===== config.mk =====
export PLATFORM = sky130hd
export DESIGN_NAME = uart_cmd_frame_tx_flat
export DESIGN_NICKNAME = d
export VERILOG_FILES = /design/src/rtl/uart_cmd_frame_tx_if.sv /design/src/rtl/uart_cmd_frame_tx.sv /design/src/flat_wrapper.sv
export SDC_FILE = /design/constraint.sdc
export NUM_CORES = 1
export LEC_CHECK = 0
export ABC_AREA = 0
export BUFFER_PORTS_ARGS = -buffer_cell sky130_fd_sc_hd__buf_4
export CAP_MARGIN = 20
export CORE_UTILIZATION = 57
export CTS_CLUSTER_DIAMETER = 150
export DETAILED_ROUTE_END_ITERATION = 8
export PLACE_DENSITY = 0.86
export SLEW_MARGIN = 10
export SYNTH_ARGS = -nofsm -noshare
export SYNTH_HDL_FRONTEND = slang
export SYNTH_SLANG_ARGS = --single-unit

===== constraint.sdc =====
create_clock -name CLK -period 4.4 [get_ports CLK]
set_input_delay 0.44 -clock CLK [delete_from_list [all_inputs] [get_ports CLK]]
set_output_delay 0.44 -clock CLK [all_outputs]
set_load 0.01 [all_outputs]

===== src/rtl/uart_cmd_frame_tx_if.sv =====
// Command request bundle between a host and the UART command serializer.
// The host drives the request fields and the serializer returns cmd_ready.
interface uart_cmd_frame_tx_if;
  logic       cmd_valid;
  logic       cmd_ready;
  logic [1:0] cmd_type;
  logic [7:0] cmd_addr;
  logic [7:0] cmd_data;
  logic [7:0] cmd_op_a;
  logic [7:0] cmd_op_b;
  logic [7:0] cmd_fun;
  logic       par_en;
  logic       par_type;

  modport master (
    output cmd_valid, cmd_type, cmd_addr, cmd_data, cmd_op_a, cmd_op_b,
           cmd_fun, par_en, par_type,
    input  cmd_ready
  );

  modport slave (
    input  cmd_valid, cmd_type, cmd_addr, cmd_data, cmd_op_a, cmd_op_b,
           cmd_fun, par_en, par_type,
    output cmd_ready
  );
endinterface


===== src/rtl/uart_cmd_frame_tx.sv =====
// Host-side command serializer: expands one accepted command into its byte
// sequence and sends each byte as a UART frame (start, 8 data LSB first,
// optional parity, stop, IDLE_BITS idle-high bits) on TX_LINE.
// The final cycle of the last slot is spent in IDLE so that a new command
// accepted together with the done pulse chains with no gap on the line.
module uart_cmd_frame_tx #(
  parameter int CLKS_PER_BIT = 8,
  parameter int IDLE_BITS    = 1,
  parameter int DW           = 8
) (
  input  logic                 CLK,
  input  logic                 RST,
  uart_cmd_frame_tx_if.slave   cmd,
  output logic                 TX_LINE,
  output logic                 busy,
  output logic                 done
);

  typedef enum logic [2:0] {
    S_IDLE, S_START, S_DATA, S_PARITY, S_STOP, S_GAP
  } state_t;

  localparam logic [7:0] TICK_LAST = 8'(CLKS_PER_BIT - 1);
  localparam logic [7:0] TICK_PRE  = 8'(CLKS_PER_BIT - 2);
  localparam logic       HAS_GAP   = 1'(IDLE_BITS > 0);
  localparam logic [2:0] GAP_LAST  = 3'((IDLE_BITS > 0) ? (IDLE_BITS - 1) : 0);

  state_t          state_q, state_d;
  logic [7:0]      tick_q, tick_d;
  logic [2:0]      bit_q, bit_d;
  logic [1:0]      byte_q, byte_d;
  logic [1:0]      type_q, type_d;
  logic [DW-1:0]   addr_q, addr_d;
  logic [DW-1:0]   data_q, data_d;
  logic [DW-1:0]   op_a_q, op_a_d;
  logic [DW-1:0]   op_b_q, op_b_d;
  logic [DW-1:0]   fun_q, fun_d;
  logic            pe_q, pe_d;
  logic            pt_q, pt_d;
  logic            tx_q, tx_d;
  logic            done_q, done_d;

  logic            slot_end_s;
  logic            last_byte_s;
  logic            final_slot_s;
  logic [DW-1:0]   cur_byte_s;

  // Byte idx of the sequence for a given command type.
  function automatic logic [DW-1:0] byte_sel(
    input logic [1:0] typ, input logic [1:0] idx,
    input logic [DW-1:0] addr, input logic [DW-1:0] data,
    input logic [DW-1:0] a, input logic [DW-1:0] b, input logic [DW-1:0] fun);
    logic [DW-1:0] r;
    r = 8'hFF;
    case (typ)
      2'b00: begin
        case (idx)
          2'd0:    r = 8'hAA;
          2'd1:    r = addr;
          default: r = data;
        endcase
      end
      2'b01:   r = (idx == 2'd0) ? 8'hBB : addr;
      2'b10: begin
        case (idx)
          2'd0:    r = 8'hCC;
          2'd1:    r = a;
          2'd2:    r = b;
          default: r = fun;
        endcase
      end
      default: r = (idx == 2'd0) ? 8'hDD : fun;
    endcase
    return r;
  endfunction

  // Index of the last byte for a command type.
  function automatic logic [1:0] last_idx(input logic [1:0] typ);
    logic [1:0] r;
    case (typ)
      2'b00:   r = 2'd2;
      2'b10:   r = 2'd3;
      default: r = 2'd1;
    endcase
    return r;
  endfunction

  // Even parity is the XOR of the data bits; odd parity inverts it.
  function automatic logic parity_bit(input logic [DW-1:0] b, input logic odd);
    return (^b) ^ odd;
  endfunction

  assign slot_end_s   = (tick_q == TICK_LAST);
  assign last_byte_s  = (byte_q == last_idx(type_q));
  assign final_slot_s = last_byte_s &&
                        (HAS_GAP ? ((state_q == S_GAP) && (bit_q == GAP_LAST))
                                 : (state_q == S_STOP));

  // Next-state, counters, capture and next line level.
  always_comb begin
    state_d = state_q;
    tick_d  = tick_q;
    bit_d   = bit_q;
    byte_d  = byte_q;
    type_d  = type_q;
    addr_d  = addr_q;
    data_d  = data_q;
    op_a_d  = op_a_q;
    op_b_d  = op_b_q;
    fun_d   = fun_q;
    pe_d    = pe_q;
    pt_d    = pt_q;
    done_d  = 1'b0;
    tx_d    = 1'b1;

    if (state_q == S_IDLE) begin
      if (cmd.cmd_valid) begin
        type_d  = cmd.cmd_type;
        addr_d  = cmd.cmd_addr;
        data_d  = cmd.cmd_data;
        op_a_d  = cmd.cmd_op_a;
        op_b_d  = cmd.cmd_op_b;
        fun_d   = cmd.cmd_fun;
        pe_d    = cmd.par_en;
        pt_d    = cmd.par_type;
        state_d = S_START;
        tick_d  = 8'd0;
        bit_d   = 3'd0;
        byte_d  = 2'd0;
      end else begin
        state_d = S_IDLE;
      end
    end else if (final_slot_s && (tick_q == TICK_PRE)) begin
      // Last cycle of the command is spent idle (line high) with done.
      state_d = S_IDLE;
      tick_d  = 8'd0;
      bit_d   = 3'd0;
      byte_d  = 2'd0;
      done_d  = 1'b1;
    end else if (!slot_end_s) begin
      tick_d = tick_q + 8'd1;
    end else begin
      tick_d = 8'd0;
      case (state_q)
        S_START: begin
          state_d = S_DATA;
          bit_d   = 3'd0;
        end
        S_DATA: begin
          if (bit_q == 3'd7) begin
            bit_d   = 3'd0;
            state_d = pe_q ? S_PARITY : S_STOP;
          end else begin
            bit_d = bit_q + 3'd1;
          end
        end
        S_PARITY: state_d = S_STOP;
        S_STOP: begin
          if (HAS_GAP) begin
            state_d = S_GAP;
            bit_d   = 3'd0;
          end else begin
            state_d = S_START;
            byte_d  = byte_q + 2'd1;
          end
        end
        S_GAP: begin
          if (bit_q == GAP_LAST) begin
            state_d = S_START;
            bit_d   = 3'd0;
            byte_d  = byte_q + 2'd1;
          end else begin
            bit_d = bit_q + 3'd1;
          end
        end
        default: state_d = S_IDLE;
      endcase
    end

    cur_byte_s = byte_sel(type_q, byte_d, addr_q, data_q, op_a_q, op_b_q, fun_q);
    case (state_d)
      S_START:  tx_d = 1'b0;
      S_DATA:   tx_d = cur_byte_s[bit_d];
      S_PARITY: tx_d = parity_bit(cur_byte_s, pt_q);
      default:  tx_d = 1'b1;
    endcase
  end

  // State, counters, holding registers and registered outputs.
  always_ff @(posedge CLK or posedge RST) begin
    if (RST) begin
      state_q <= S_IDLE;
      tick_q  <= 8'd0;
      bit_q   <= 3'd0;
      byte_q  <= 2'd0;
      type_q  <= 2'd0;
      addr_q  <= '0;
      data_q  <= '0;
      op_a_q  <= '0;
      op_b_q  <= '0;
      fun_q   <= '0;
      pe_q    <= 1'b0;
      pt_q    <= 1'b0;
      tx_q    <= 1'b1;
      done_q  <= 1'b0;
    end else begin
      state_q <= state_d;
      tick_q  <= tick_d;
      bit_q   <= bit_d;
      byte_q  <= byte_d;
      type_q  <= type_d;
      addr_q  <= addr_d;
      data_q  <= data_d;
      op_a_q  <= op_a_d;
      op_b_q  <= op_b_d;
      fun_q   <= fun_d;
      pe_q    <= pe_d;
      pt_q    <= pt_d;
      tx_q    <= tx_d;
      done_q  <= done_d;
    end
  end

  assign cmd.cmd_ready = (state_q == S_IDLE);
  assign busy          = (state_q != S_IDLE);
  assign TX_LINE       = tx_q;
  assign done          = done_q;

endmodule


===== src/flat_wrapper.sv =====
// flat-port wrapper written by rule: the top's interface ports become plain ports
module uart_cmd_frame_tx_flat 
#(
  parameter int CLKS_PER_BIT = 8,
  parameter int IDLE_BITS    = 1,
  parameter int DW           = 8
)
  (CLK, RST, TX_LINE, busy, done, cmd_cmd_valid, cmd_cmd_type, cmd_cmd_addr, cmd_cmd_data, cmd_cmd_op_a, cmd_cmd_op_b, cmd_cmd_fun, cmd_par_en, cmd_par_type, cmd_cmd_ready);
  uart_cmd_frame_tx_if cmd_i ();
  input  logic CLK;
  input  logic RST;
  output logic TX_LINE;
  output logic busy;
  output logic done;
  input wire logic [$bits(cmd_i.cmd_valid)-1:0] cmd_cmd_valid;
  input wire logic [$bits(cmd_i.cmd_type)-1:0] cmd_cmd_type;
  input wire logic [$bits(cmd_i.cmd_addr)-1:0] cmd_cmd_addr;
  input wire logic [$bits(cmd_i.cmd_data)-1:0] cmd_cmd_data;
  input wire logic [$bits(cmd_i.cmd_op_a)-1:0] cmd_cmd_op_a;
  input wire logic [$bits(cmd_i.cmd_op_b)-1:0] cmd_cmd_op_b;
  input wire logic [$bits(cmd_i.cmd_fun)-1:0] cmd_cmd_fun;
  input wire logic [$bits(cmd_i.par_en)-1:0] cmd_par_en;
  input wire logic [$bits(cmd_i.par_type)-1:0] cmd_par_type;
  output wire logic [$bits(cmd_i.cmd_ready)-1:0] cmd_cmd_ready;
  assign cmd_i.cmd_valid = cmd_cmd_valid;
  assign cmd_i.cmd_type = cmd_cmd_type;
  assign cmd_i.cmd_addr = cmd_cmd_addr;
  assign cmd_i.cmd_data = cmd_cmd_data;
  assign cmd_i.cmd_op_a = cmd_cmd_op_a;
  assign cmd_i.cmd_op_b = cmd_cmd_op_b;
  assign cmd_i.cmd_fun = cmd_cmd_fun;
  assign cmd_i.par_en = cmd_par_en;
  assign cmd_i.par_type = cmd_par_type;
  assign cmd_cmd_ready = cmd_i.cmd_ready;
  uart_cmd_frame_tx #(.CLKS_PER_BIT(CLKS_PER_BIT), .IDLE_BITS(IDLE_BITS), .DW(DW)) u_core (.CLK(CLK), .RST(RST), .cmd(cmd_i), .TX_LINE(TX_LINE), .busy(busy), .done(done));
endmodule

**Word level (Yosys, flattened, before mapping)**

Index checks and enable logic that the tools add are counted.

- Output and inout port bits: 4
- Input port bits: 47
- Register bits: 62
- Logic and storage cells: 83

- Eq/ne operators: 17
- Order comparisons: 1
- Muxes and demuxes: 36
- Bitwise logic cells: 1
- Add/sub/neg operators: 3
- Reduce and logical (&&, ||, !) cells: 11

Operators by type and width:

| kind | count |
|---|---|
| $mux 8 | 6 |
| $pmux 8 s3 | 2 |
| $mux 3 | 12 |
| $eq 8x3->1 const B | 2 |
| $pmux 8 s2 | 1 |
| $pmux 3 s5 | 1 |
| $eq 3x2->1 const B | 4 |
| $mux 2 | 6 |
| $eq 3x3->1 const B | 3 |
| $pmux 3 s3 | 1 |
| $add 8x1->8 const B | 1 |
| $reduce_xor 8->1 | 1 |
| $eq 3x1->1 const B | 2 |
| $logic_not 3->1 | 2 |
| $eq 2x1->1 const B | 2 |
| $eq 2x2->1 const B | 2 |
| $logic_not 2->1 | 2 |
| $lt 3x4->1 const B | 1 |
| $mux 1 | 4 |
| $pmux 2 s2 | 1 |
| $add 3x1->3 const B | 1 |
| $bmux 1 s3 | 1 |
| $logic_and 1x1->1 | 3 |
| $pmux 1 s3 | 1 |
| 7 further kinds | 7 |

**Longest topological paths before layout**

Gate-level depths: netlist (run 1).

- Depth in word-level cells: 13
- Depth in mapped cells: 15
- Gate-level depth less buffers: 14

**Worst setup path after synthesis (run 1)**

Ideal clock, no wire load.

- Kind: reg2reg
- From: register u_core.tick_q[0]
- To: register u_core.tx_q, in the netlist u_core.TX_LINE
- Required time: 4324 ps
- Cell stages (with the launch flop): 14
- Data arrival time: 3192 ps
- Slack: 1132 ps
- Library setup time: 76 ps
- Path through: dfrtp_1 ha_1 nor3b_1 nand4_1 or4_4 and3_4 buf_6 o41ai_2 a2111oi_0 or3_4 mux4_2 nor2_1 o41ai_1 a22oi_2

- Cells in the longest elaborated chain, start to end: 10

Ends and longest elaborated chain:

| item | line | source |
|---|---|---|
| from (decl) | uart_cmd_frame_tx.sv:29 | `logic [7:0] tick_q, tick_d;` |
| from (signal assigned) | uart_cmd_frame_tx.sv:208 | `tick_q <= tick_d;` |
| $eq 8x3->1, on equally long branches | uart_cmd_frame_tx.sv:93, uart_cmd_frame_tx.sv:133 |  |
| $mux 2 or $logic_and 1x1->1 (tied branches) | uart_cmd_frame_tx.sv:140, uart_cmd_frame_tx.sv:133 |  |
| $mux 2 | uart_cmd_frame_tx.sv:133 | `end else if (final_slot_s && (tick_q == TICK_PRE)) begin` |
| $mux 2 | uart_cmd_frame_tx.sv:116 | `if (state_q == S_IDLE) begin` |
| $eq 2x2->1, or another cell as far along | uart_cmd_frame_tx.sv:65 | `case (idx)` |
| $pmux 8 s3, or another cell as far along | uart_cmd_frame_tx.sv:65 |  |
| $pmux 8 s3 | uart_cmd_frame_tx.sv:55 | `case (typ)` |
| $bmux 1 s3 or $reduce_xor 8->1 (tied branches) | uart_cmd_frame_tx.sv:183, uart_cmd_frame_tx.sv:90 |  |
| $mux 1 (implied by the code) or $xor 1x1->1 (tied branches) | uart_cmd_frame_tx.sv:183, uart_cmd_frame_tx.sv:90 |  |
| $pmux 1 s3 * | uart_cmd_frame_tx.sv:181 | `case (state_d)` |
| via u_core.tx_d | uart_cmd_frame_tx.sv:40 | `logic tx_q, tx_d;` |
| to (signal assigned) | uart_cmd_frame_tx.sv:219 | `tx_q <= tx_d;` |
| to (decl) | uart_cmd_frame_tx.sv:40 |  |

The timed path passes the listed nets; every way through them passes the cells marked *. The select of a mux whose other input is x is not followed.
A chain may end at the register's enable or synchronous reset.

**Final worst setup path (run 1)**

- From: register u_core.bit_q[0]
- To: register u_core.tx_q, in the netlist u_core.TX_LINE

- Cells in the longest elaborated chain, start to end: 12

Ends and longest elaborated chain:

| item | line | source |
|---|---|---|
| from (decl) | uart_cmd_frame_tx.sv:30 | `logic [2:0] bit_q, bit_d;` |
| from (signal assigned) | uart_cmd_frame_tx.sv:209 | `bit_q <= bit_d;` |
| $logic_not 3->1 * | uart_cmd_frame_tx.sv:96, uart_cmd_frame_tx.sv:168 |  |
| $mux 2 or $logic_and 1x1->1 (tied branches) | uart_cmd_frame_tx.sv:168, uart_cmd_frame_tx.sv:96 |  |
| $mux 2 or $logic_and 1x1->1 (tied branches) | n/a |  |
| $mux 2 or $logic_and 1x1->1 (tied branches) | uart_cmd_frame_tx.sv:140, uart_cmd_frame_tx.sv:133 |  |
| $mux 2 * | uart_cmd_frame_tx.sv:133 |  |
| $mux 2 * | uart_cmd_frame_tx.sv:116 |  |
| via u_core.byte_d[0] | uart_cmd_frame_tx.sv:31 | `logic [1:0] byte_q, byte_d;` |
| $eq 2x2->1, or another cell as far along | uart_cmd_frame_tx.sv:65 |  |
| $pmux 8 s3, or another cell as far along | uart_cmd_frame_tx.sv:65 |  |
| $pmux 8 s3 * | uart_cmd_frame_tx.sv:55 |  |
| $bmux 1 s3 or $reduce_xor 8->1 (tied branches) | uart_cmd_frame_tx.sv:183, uart_cmd_frame_tx.sv:90 |  |
| $mux 1 (implied by the code) or $xor 1x1->1 (tied branches) | uart_cmd_frame_tx.sv:183, uart_cmd_frame_tx.sv:90 |  |
| $pmux 1 s3 * | uart_cmd_frame_tx.sv:181 |  |
| via u_core.tx_d | uart_cmd_frame_tx.sv:40 |  |

Marked as above.

==> qor.yml, run 1 <==
final_layout:
  drive_gt1_share_pct: 29.7
  most_common_cell_after_layout_fill_and_taps_aside: "dfrtp_1"
  finish.net_count: 451
  final_core_util_pct: 69.4
  fillerInstances: 438
  diodes: 0
  area.growth.synth_to_final_pct: 17.8
  most-common-layout-cells: "dfrtp_1 (61), buf_4 (54), nand2_1 (39), mux2_2 (35), o21ai_0 (28)"
timing:
  maxSlewHeadroom_pct: 35.9
  timing_max_transition_violations_final: 0
  grt_setup_unrepaired: "false"
  sum_of_negative_setup_slack_ns: 0
  finClkSkew_ns: 0.00490
  min_period_over_period_pct: 89.8
  max_slew.worst_pin.slew_ns: 0.957
  finalHoldViolations: 0
  setup_viol_count_final: 0
  finalWorstPathRequiredPeriod_ns: 3.95
  timing_limited_maximum_frequency_ghz: 0.253
worst_setup_path:
  worstPathArrival_ns: 4.21
  worst_path_cell_trace: "inv_1 > ha_1 > nor2b_1 > and4_1 > o2bb2ai_1 > nor3_2 > inv_1 > nor2_1 > o22ai_1 > a221oi_2 > mux4_2 > nor2_1 > o41ai_1 > a22oi_2"
  reg2reg_setup_slack_ns: 0.45
  setup.worst_path.end_class: "flip-flop"
  crit_path_start_kind: "flip-flop"
  critPathSlowestCell: "nor3_2"
  worst_path_largest_cell_delay_ns: 0.73
  worstPathMaxFanout: 17
  crit_required_ns: 4.66
  critical_path_buf_inv_count: 2
  crit_family: "simple AND/OR/NAND/NOR gates"
  path_class: "flip-flop to flip-flop"
yosys:
  synthesis.yosys.warnings: 0
  synth.ff_latch_count: 62
  post_synthesis_cell_type_count: 69
  synth_ff_type: "dfrtp_1"
  syn_area_per_cell_um2: 9.91
  syn-instance-count: 352
  synth.cell_area_um2: 3490
  synth_edf_count: 0
  synth_async_sr_flop_share_pct: 100
  postSynthNetCount: 404
  synth-seq-area-share_pct: 44.5
clocking:
  cts_sink_count: 62
  cts_inserted_buffers: 9
  htree_num_levels: 3
  clock_latency_ns: 0.34
  path_clk_slew_ns: 0.07
  ctsHoldBuffers: 0
  cts_repair_resizes: 0
  post_cts_buffers: 0
  cts_root_buffer: "clkbuf_8"
  clk_path_buf_depth: 2
  tritoncts: "done"
routing:
  drt_iter0_markers: 141
  drt-wirelength-per-cell_um: 16.3
  routed_via_density: 5.95
  drcViolationCount: 0
  route.vias.total: 2852
  number_of_antenna_violating_nets_in_the_routed_design: 0
  detail_route.wirelength_um: 7810
  first_pass_iters: 4
placement:
  routability_driven_placement_congestion_ratio: 0.984
  place.detailed.hpwl_um: 5620
  io_buffers: 50
power_and_ir_drop:
  cellPowerDensity_nw_per_um2: 698
  comb_power_share_pct: 48.4
  report.power.total_uw: 2870
  leakage_dissipation_uw: 0.00183
  seq_power_share_pct: 34.8
  cell_int_power_uw: 1740
  clock_power_share_pct: 16.8
  power_switching_uw: 1130
  switching_share_pct: 39.3
  irDropWorstVdd_mv: 0.413
die:
  initial_utilization_pct: 58.9
  die-area_um2: 6430
  die_h_um: 80.2
  fp.dieW_um: 80.2
  fp.coreArea_um2: 5920
  core.rowCount: 28
  top_level_ports: 51
global_routing:
  track_usage_pct: 27.6
  grt_pass1_vias: 2852
  maximum_number_of_pins_on_one_net_before_global_route_repair: 63
  antenna_violations_before_repair: 0
  grt_overflow: 0
  grt_pass1_wl_um: 13400
run:
  drv.max_cap_violation_count: 0
hold_path:
  worst_hold_path_type: "input port to flip-flop"
outcome:
  run_status: "finished clean"
## sequential cells by signal (all words and copies together), names as in the netlist, 2 cells and up
name            count
u_core.op_b_q       8
u_core.bit_q        3
u_core.byte_q       2
u_core.data_q       8
u_core.op_a_q       8
u_core.fun_q        8
u_core.tick_q       8
u_core.addr_q       8
u_core.type_q       2
u_core.state_q      3
## Yosys cell counts (3+ instances only)
cell	number	area share (%)
mux2_2	35	11
nand4_1	3	0.54
nand2b_1	4	0.72
and3_1	6	1.1
dfrtp_1	61	44
a221o_1	3	0.86
a311oi_1	3	0.75
mux2i_1	3	0.86
nand2_1	39	4.2
inv_1	25	2.7
nor2b_1	5	0.90
clkbuf_1	8	0.86
xor2_1	5	1.3
o22ai_1	4	0.72
nor3_1	4	0.57
nand3_1	6	0.86
buf_2	4	0.57
a21oi_1	7	1.0
o211ai_1	4	0.86
o41ai_1	3	0.75
buf_1	4	0.43
nor2_1	24	2.6
o31ai_1	3	0.65
o21ai_0	28	4.0
ha_1	5	1.8
xnor2_1	7	1.8
## final timing paths
check,from,to,cells after the start
setup / recovery,u_core.bit_q[0],u_core.TX_LINE,14
hold / removal,cmd_cmd_type[0],u_core.type_q[0],3
setup reg to reg,u_core.bit_q[0],u_core.TX_LINE,14
hold reg to reg,u_core.op_b_q[1],u_core.op_b_q[1],1
max in group asynchronous,RST,u_core.data_q[5],3
min in group asynchronous,RST,u_core.op_a_q[4],3
## worst min-delay path: cells and delay by family
family / cells / cell delay, ns
buf+inv: 1 / 0.08
compound gates: 1 / 0.06
simple gates: 1 / 0.03
## stage by stage
step                      std cells  worst slack (ns)  cell area [um^2]  hold WS [ns]
after floorplan                 352              1.13              3490         0.472
after global placement          462             0.659              3900         0.495
after detailed placement        462             0.559              3900         0.499
after CTS                       478             0.540              4090         0.300
after global routing            479             0.115              4110         0.307
final                           479             0.447              4110         0.302
## cell families (layout without fill, tap and decap cells)
kind of cell / after synthesis / in the layout / synth area share [%]
adders and majority gates: 6 / 6 / 2.08
muxes: 39 / 39 / 12.8
buffers and inverters: 44 / 96 / 5.24
and+or+nand+nor: 106 / 106 / 15.3
DFF: 62 / 62 / 44.5
xor gates and xnor gates: 12 / 12 / 3.01
AOI/OAI and AO/OA: 83 / 83 / 17.0
## final cells by class
class	instances	area [um^2]	area share [%]
multi-input cells	246	1750	42.7
clock inverters	6	62.6	1.52
repair buffers	55	425	10.4
well taps	75	93.8	2.28
flip-flops and latches	62	1550	37.8
inverters	25	93.8	2.28
clock buffers	10	128	3.11
## power by group through the flow
| stage | sequential (uW) | combinational [uW] | clock (uW) |
|---|---|---|---|
| after floorplan | 921 | 1120 | 0 |
| after global placement | 992 | 1330 | 0 |
| after detailed placement | 1000 | 1370 | 0 |
| after CTS | 994 | 1370 | 487 |
| after global routing | 1020 | 1530 | 520 |
| final | 998 | 1390 | 483 |
## layer usage
layer / vias to the layer above / GRT usage, % / share of wire (%)
met4: 0 / 7.68 / 2.3
met2: 94 / 48.3 / 52
met3: 17 / 7.73 / 4.5
li1: 1358 / - / -
met1: 1383 / 33.0 / 41
met5: - / 0 / 0
(Power assumes the default switching activity.)
==> run 2: changes to the inputs <==
--- a/config.mk
+++ b/config.mk
@@ -8,10 +8,12 @@
 export ABC_AREA = 0
 export BUFFER_PORTS_ARGS = -buffer_cell sky130_fd_sc_hd__buf_4
 export CAP_MARGIN = 20
-export CORE_UTILIZATION = 57
+export CELL_PAD_IN_SITES_DETAIL_PLACEMENT = 1
+export CELL_PAD_IN_SITES_GLOBAL_PLACEMENT = 2
+export CORE_UTILIZATION = 36
 export CTS_CLUSTER_DIAMETER = 150
 export DETAILED_ROUTE_END_ITERATION = 8
-export PLACE_DENSITY = 0.86
+export PLACE_DENSITY = 0.85
 export SLEW_MARGIN = 10
 export SYNTH_ARGS = -nofsm -noshare
 export SYNTH_HDL_FRONTEND = slang
==> run 2 against run 1 <==
- register-to-register slack lost 0.09 ns
- worst setup slack lost 0.093 ns
- utilization shrank 25 points
- wire length grew 17%
==> qor.yml, run 2 (synthesis gave the netlist of run 1 again) <==
timing:
  max_slew.worst_pin.slew_ns: 1.04
  timing_max_transition_violations_final: 0
  finalWorstPathRequiredPeriod_ns: 4.05
  timing_limited_maximum_frequency_ghz: 0.247
  grt_setup_unrepaired: "false"
  final_critical_path_setup_slack_ns: 0.354
  min_period_over_period_pct: 92.0
  finalHoldViolations: 0
  setup_viol_count_final: 0
  final.hold.worst_slack_ns: 0.121
  finClkSkew_ns: 0.00672
  maxSlewHeadroom_pct: 30.5
  sum_of_negative_setup_slack_ns: 0
routing:
  number_of_antenna_violating_nets_in_the_routed_design: 0
  drt_iter0_markers: 85
  detail_route.wirelength_um: 9110
  first_pass_iters: 4
  route.vias.total: 2841
  drt-wirelength-per-cell_um: 17.1
  drcViolationCount: 0
  routed_via_density: 5.33
worst_setup_path:
  worstReg2RegStart: "u_core.state_q[1]"
  worst_r2r_endpoint: "u_core.TX_LINE"
  worstPathArrival_ns: 4.30
  crit_required_ns: 4.65
  startpoint: "u_core.state_q[1]"
  rr_worst_depth: 12
  crit_path_start_kind: "flip-flop"
  worstPathMaxFanout: 17
  path_class: "flip-flop to flip-flop"
  setup.worst_path.end_class: "flip-flop"
  crit_path_end: "u_core.TX_LINE"
  reg2reg_setup_slack_ns: 0.35
final_layout:
  most_common_cell_after_layout_fill_and_taps_aside: "dfrtp_1"
  ff_latch_area_um2: 1550
  area.growth.synth_to_final_pct: 19.7
  fillerInstances: 1085
  most-common-layout-cells: "dfrtp_1 (61), buf_4 (55), nand2_1 (39), mux2_2 (35), o21ai_0 (28)"
  diodes: 0
  multi_input_area_um2: 1750
  layout.cells.non_filler: 533
  final_core_util_pct: 44.7
  finish.net_count: 451
  drive_gt1_share_pct: 29.7
global_routing:
  grt_pass1_wl_um: 15300
  grt_pass1_vias: 2994
  maximum_number_of_pins_on_one_net_before_global_route_repair: 46
  grt_overflow: 0
  antenna_violations_before_repair: 0
  track_usage_pct: 19.9
power_and_ir_drop:
  cell_int_power_uw: 1770
  seq_power_share_pct: 34.0
  switching_share_pct: 39.9
  clock_power_share_pct: 17.7
  comb_power_share_pct: 48.2
  leakage_dissipation_uw: 0.00185
  cellPowerDensity_nw_per_um2: 704
  power_switching_uw: 1170
  irDropWorstVdd_mv: 0.296
clocking:
  clk_path_buf_depth: 2
  ctsHoldBuffers: 0
  htree_num_levels: 3
  post_cts_buffers: 0
  clock_latency_ns: 0.34
  cts_repair_resizes: 0
  cts_inserted_buffers: 9
  cts_sink_count: 62
  cts_root_buffer: "clkbuf_8"
  path_clk_slew_ns: 0.07
  tritoncts: "done"
outcome:
  run_status: "finished clean"
run:
  drv.max_cap_violation_count: 0
placement:
  routability_driven_placement_congestion_ratio: 0.821
  io_buffers: 50
  place_ws_ns: 0.372
  place.detailed.hpwl_um: 6770
  placed_cells: 517
die:
  fp.dieW_um: 100
  initial_utilization_pct: 37.4
  fp.coreArea_um2: 9330
  core.rowCount: 35
  top_level_ports: 51
  die-area_um2: 10100
  die_h_um: 100
hold_path:
  worst_hold_path_type: "input port to asynchronous set/reset pin"
[run 2: worst max-delay path, stage by stage, from the launching register on]
cell and delay, ns:
dfrtp_1 0.45, or3_1 0.51, nand2_1 0.19, nor3_1 0.09, nor3_2 0.86, inv_1 0.32
nor2_1 0.27, o22ai_1 0.13, a221oi_2 0.32, mux4_2 0.29, nor2_1 0.05, o41ai_1 0.40
a22oi_2 0.08
[run 2: final cells by class]
cell class	count	share of cell area, %
clock buffers	12	3.72
clock inverters	4	1.08
inverters	25	2.25
multi-input cells	246	42.0
flip-flops and latches	62	37.2
well taps	129	3.87
repair buffers	55	9.89
[run 2: through the flow]
| step | area, um^2 | power, uW |
|---|---|---|
| after CTS | 4170 | 2970 |
| after global placement | 3970 | 2380 |
| final | 4170 | 2940 |
| after floorplan | 3490 | 2040 |
| after global routing | 4170 | 3160 |
| after detailed placement | 3970 | 2440 |
[run 2: worst min-delay path by stage]
stage | cells past startpoint | to | start | slack, ns
finish | 2 | u_core.data_q[4] | RST | 0.12
CTS | 2 | u_core.data_q[5] | RST | 0.12
global placement | 2 | u_core.op_a_q[4] | RST | 0.49
floorplan | 1 | u_core.data_q[6] | u_core.data_q[6] | 0.47
detailed placement | 2 | u_core.data_q[4] | RST | 0.50
global route | 2 | u_core.op_a_q[4] | RST | 0.14
[run 2: power groups by stage]
stage	clock [uW]	combinational, uW	sequential (uW)
4_1_cts	536	1440	1000
3_5_place_dp	0	1430	1010
3_3_place_gp	0	1380	996
2_1_floorplan	0	1120	921
5_1_grt	560	1580	1030
6_report	521	1420	1000
[run 2: routing by layer]
layer	vias to the layer above	wire, um	track usage (%)
met2	52	4400	32.5
li1	1355	-	-
met4	0	102	5.46
met5	-	0	0
met1	1424	4270	26.6
met3	10	337	4.60
==> run 3: changes to the inputs <==
--- a/config.mk
+++ b/config.mk
@@ -13,7 +13,7 @@
 export CORE_UTILIZATION = 36
 export CTS_CLUSTER_DIAMETER = 150
 export DETAILED_ROUTE_END_ITERATION = 8
-export PLACE_DENSITY = 0.85
+export PLACE_DENSITY = 0.79
 export SLEW_MARGIN = 10
 export SYNTH_ARGS = -nofsm -noshare
 export SYNTH_HDL_FRONTEND = slang
==> run 3 against run 2 <==
- worst setup slack improved by 0.033 ns
- clock power increased by 9.6%
- critical path depth increased by 1
- maximum frequency increased by 0.82%
- count of clock-buffer cells in the layout decreased by 1
- die area unchanged
- final cell count decreased by 0.19%
- utilization increased by 0.30 points
- cell area increased by 0.66%
- register-to-register slack improved by 0.03 ns
- flip-flop and latch count unchanged
- critical endpoint unchanged
==> qor.yml, run 3 (synthesis gave the netlist of run 1 again) <==
final_layout:
  finish.net_count: 451
  diodes: 0
  drive_gt1_share_pct: 29.8
  area.growth.synth_to_final_pct: 20.5
  most_common_cell_after_layout_fill_and_taps_aside: "dfrtp_1"
  most-common-layout-cells: "dfrtp_1 (61), buf_4 (55), nand2_1 (39), mux2_2 (35), o21ai_0 (28)"
  finish.instance_area_um2: 4200
power_and_ir_drop:
  seq_power_share_pct: 34.0
  switching_share_pct: 38.8
  comb_power_share_pct: 46.9
  cellPowerDensity_nw_per_um2: 709
  power_switching_uw: 1160
  cell_int_power_uw: 1820
  irDropWorstVdd_mv: 0.301
  leakage_dissipation_uw: 0.00186
  report.power.total_uw: 2980
  clock_power_share_pct: 19.2
worst_setup_path:
  worstPathMaxFanout: 20
  rr_worst_depth: 13
  setup.worst_path.end_class: "flip-flop"
  critPathSlowestCell: "or4_4"
  worst_r2r_endpoint: "u_core.TX_LINE"
  reg2reg_setup_slack_ns: 0.39
  crit_required_ns: 4.67
  worstPathArrival_ns: 4.29
  startpoint: "u_core.tick_q[0]"
  crit_family: "simple AND/OR/NAND/NOR gates"
  worst_path_largest_cell_delay_ns: 0.48
  critical_path_buf_inv_count: 1
  path_class: "flip-flop to flip-flop"
  worstReg2RegStart: "u_core.tick_q[0]"
  crit_path_start_kind: "flip-flop"
  worst_path_cell_trace: "ha_1 > nor3b_1 > nand4_1 > or4_4 > and3_4 > inv_1 > and3_1 > a2111oi_0 > or3_4 > mux4_2 > nor2_1 > o41ai_1 > a22oi_2"
timing:
  sum_of_negative_setup_slack_ns: 0
  min_period_over_period_pct: 91.2
  finalHoldViolations: 0
  timing_max_transition_violations_final: 0
  finalWorstPathRequiredPeriod_ns: 4.01
  grt_setup_unrepaired: "false"
  final.hold.worst_slack_ns: 0.0695
  max_slew.worst_pin.slew_ns: 0.829
  setup_viol_count_final: 0
  timing_limited_maximum_frequency_ghz: 0.249
  finClkSkew_ns: 0.00637
  maxSlewHeadroom_pct: 44.6
routing:
  drcViolationCount: 0
  routed_via_density: 5.33
  drt-wirelength-per-cell_um: 17.8
  number_of_antenna_violating_nets_in_the_routed_design: 0
  route.vias.total: 2836
  drt_iter0_markers: 108
  detail_route.wirelength_um: 9450
  first_pass_iters: 6
global_routing:
  maximum_number_of_pins_on_one_net_before_global_route_repair: 47
  grt_pass1_vias: 3057
  antenna_violations_before_repair: 0
  grt_overflow: 0
  track_usage_pct: 20.5
  grt_pass1_wl_um: 15800
clocking:
  cts_repair_resizes: 0
  clock_latency_ns: 0.34
  clk_path_buf_depth: 2
  htree_num_levels: 3
  post_cts_buffers: 0
  tritoncts: "done"
  path_clk_slew_ns: 0.07
  ctsHoldBuffers: 0
  cts_sink_count: 62
  cts_root_buffer: "clkbuf_8"
  cts_inserted_buffers: 9
outcome:
  run_status: "finished clean"
die:
  core.rowCount: 35
  initial_utilization_pct: 37.4
  top_level_ports: 51
  die_h_um: 100
  fp.dieW_um: 100
  fp.coreArea_um2: 9330
  die-area_um2: 10100
placement:
  place.detailed.hpwl_um: 6930
  io_buffers: 50
  routability_driven_placement_congestion_ratio: 0.825
  dpl-instance-area_um2: 3970
run:
  drv.max_cap_violation_count: 0
hold_path:
  worst_hold_path_type: "input port to asynchronous set/reset pin"
## run 3: cell count changes in the layout (fill, tap and decap cells not counted), sizes merged
cell / previous run / this run
bufinv: 1 / 2
clkbuf: 12 / 11
clkinv: 3 / 2
## run 3: through the flow
stage	instances	util (%)	setup slack, ns
after global routing	532	45.0	0.0985
after global placement	517	42.6	0.605
after CTS	532	45.0	0.305
final	532	45.0	0.387
after detailed placement	517	42.6	0.364
after floorplan	352	-	1.13
## run 3: worst max path at each step
| stage | slack, ns | cells after the start | to |
|---|---|---|---|
| 2_1_floorplan | 1.13 | 13 | u_core.TX_LINE |
| 3_3_place_gp | 0.61 | 12 | u_core.TX_LINE |
| 3_5_place_dp | 0.36 | 14 | u_core.TX_LINE |
| 4_1_cts | 0.30 | 14 | u_core.TX_LINE |
| 5_1_grt | 0.1 | 13 | u_core.TX_LINE |
| 6_report | 0.39 | 13 | u_core.TX_LINE |
## run 3: final cells by class
class	instances	area, um^2
inverters	25	93.8
clock buffers	11	151
flip-flops and latches	62	1550
fillers	1092	5130
well taps	129	161
repair buffers	55	413
multi-input cells	246	1760
clock inverters	4	70.1
## run 3: metal layers
metal,vias to the layer above,wire (um),GRT usage (%)
li1,1351,-,-
met1,1411,4450,27.4
met2,62,4510,32.8
met3,12,363,5.50
met4,0,129,5.69
met5,-,0,0
## run 3: power groups by stage
stage / clock [uW] / combinational, uW / sequential (uW)
2_1_floorplan: 0 / 1120 / 921
4_1_cts: 592 / 1410 / 1010
5_1_grt: 609 / 1550 / 1040
6_report: 571 / 1400 / 1010
3_3_place_gp: 0 / 1360 / 1020
3_5_place_dp: 0 / 1400 / 1020
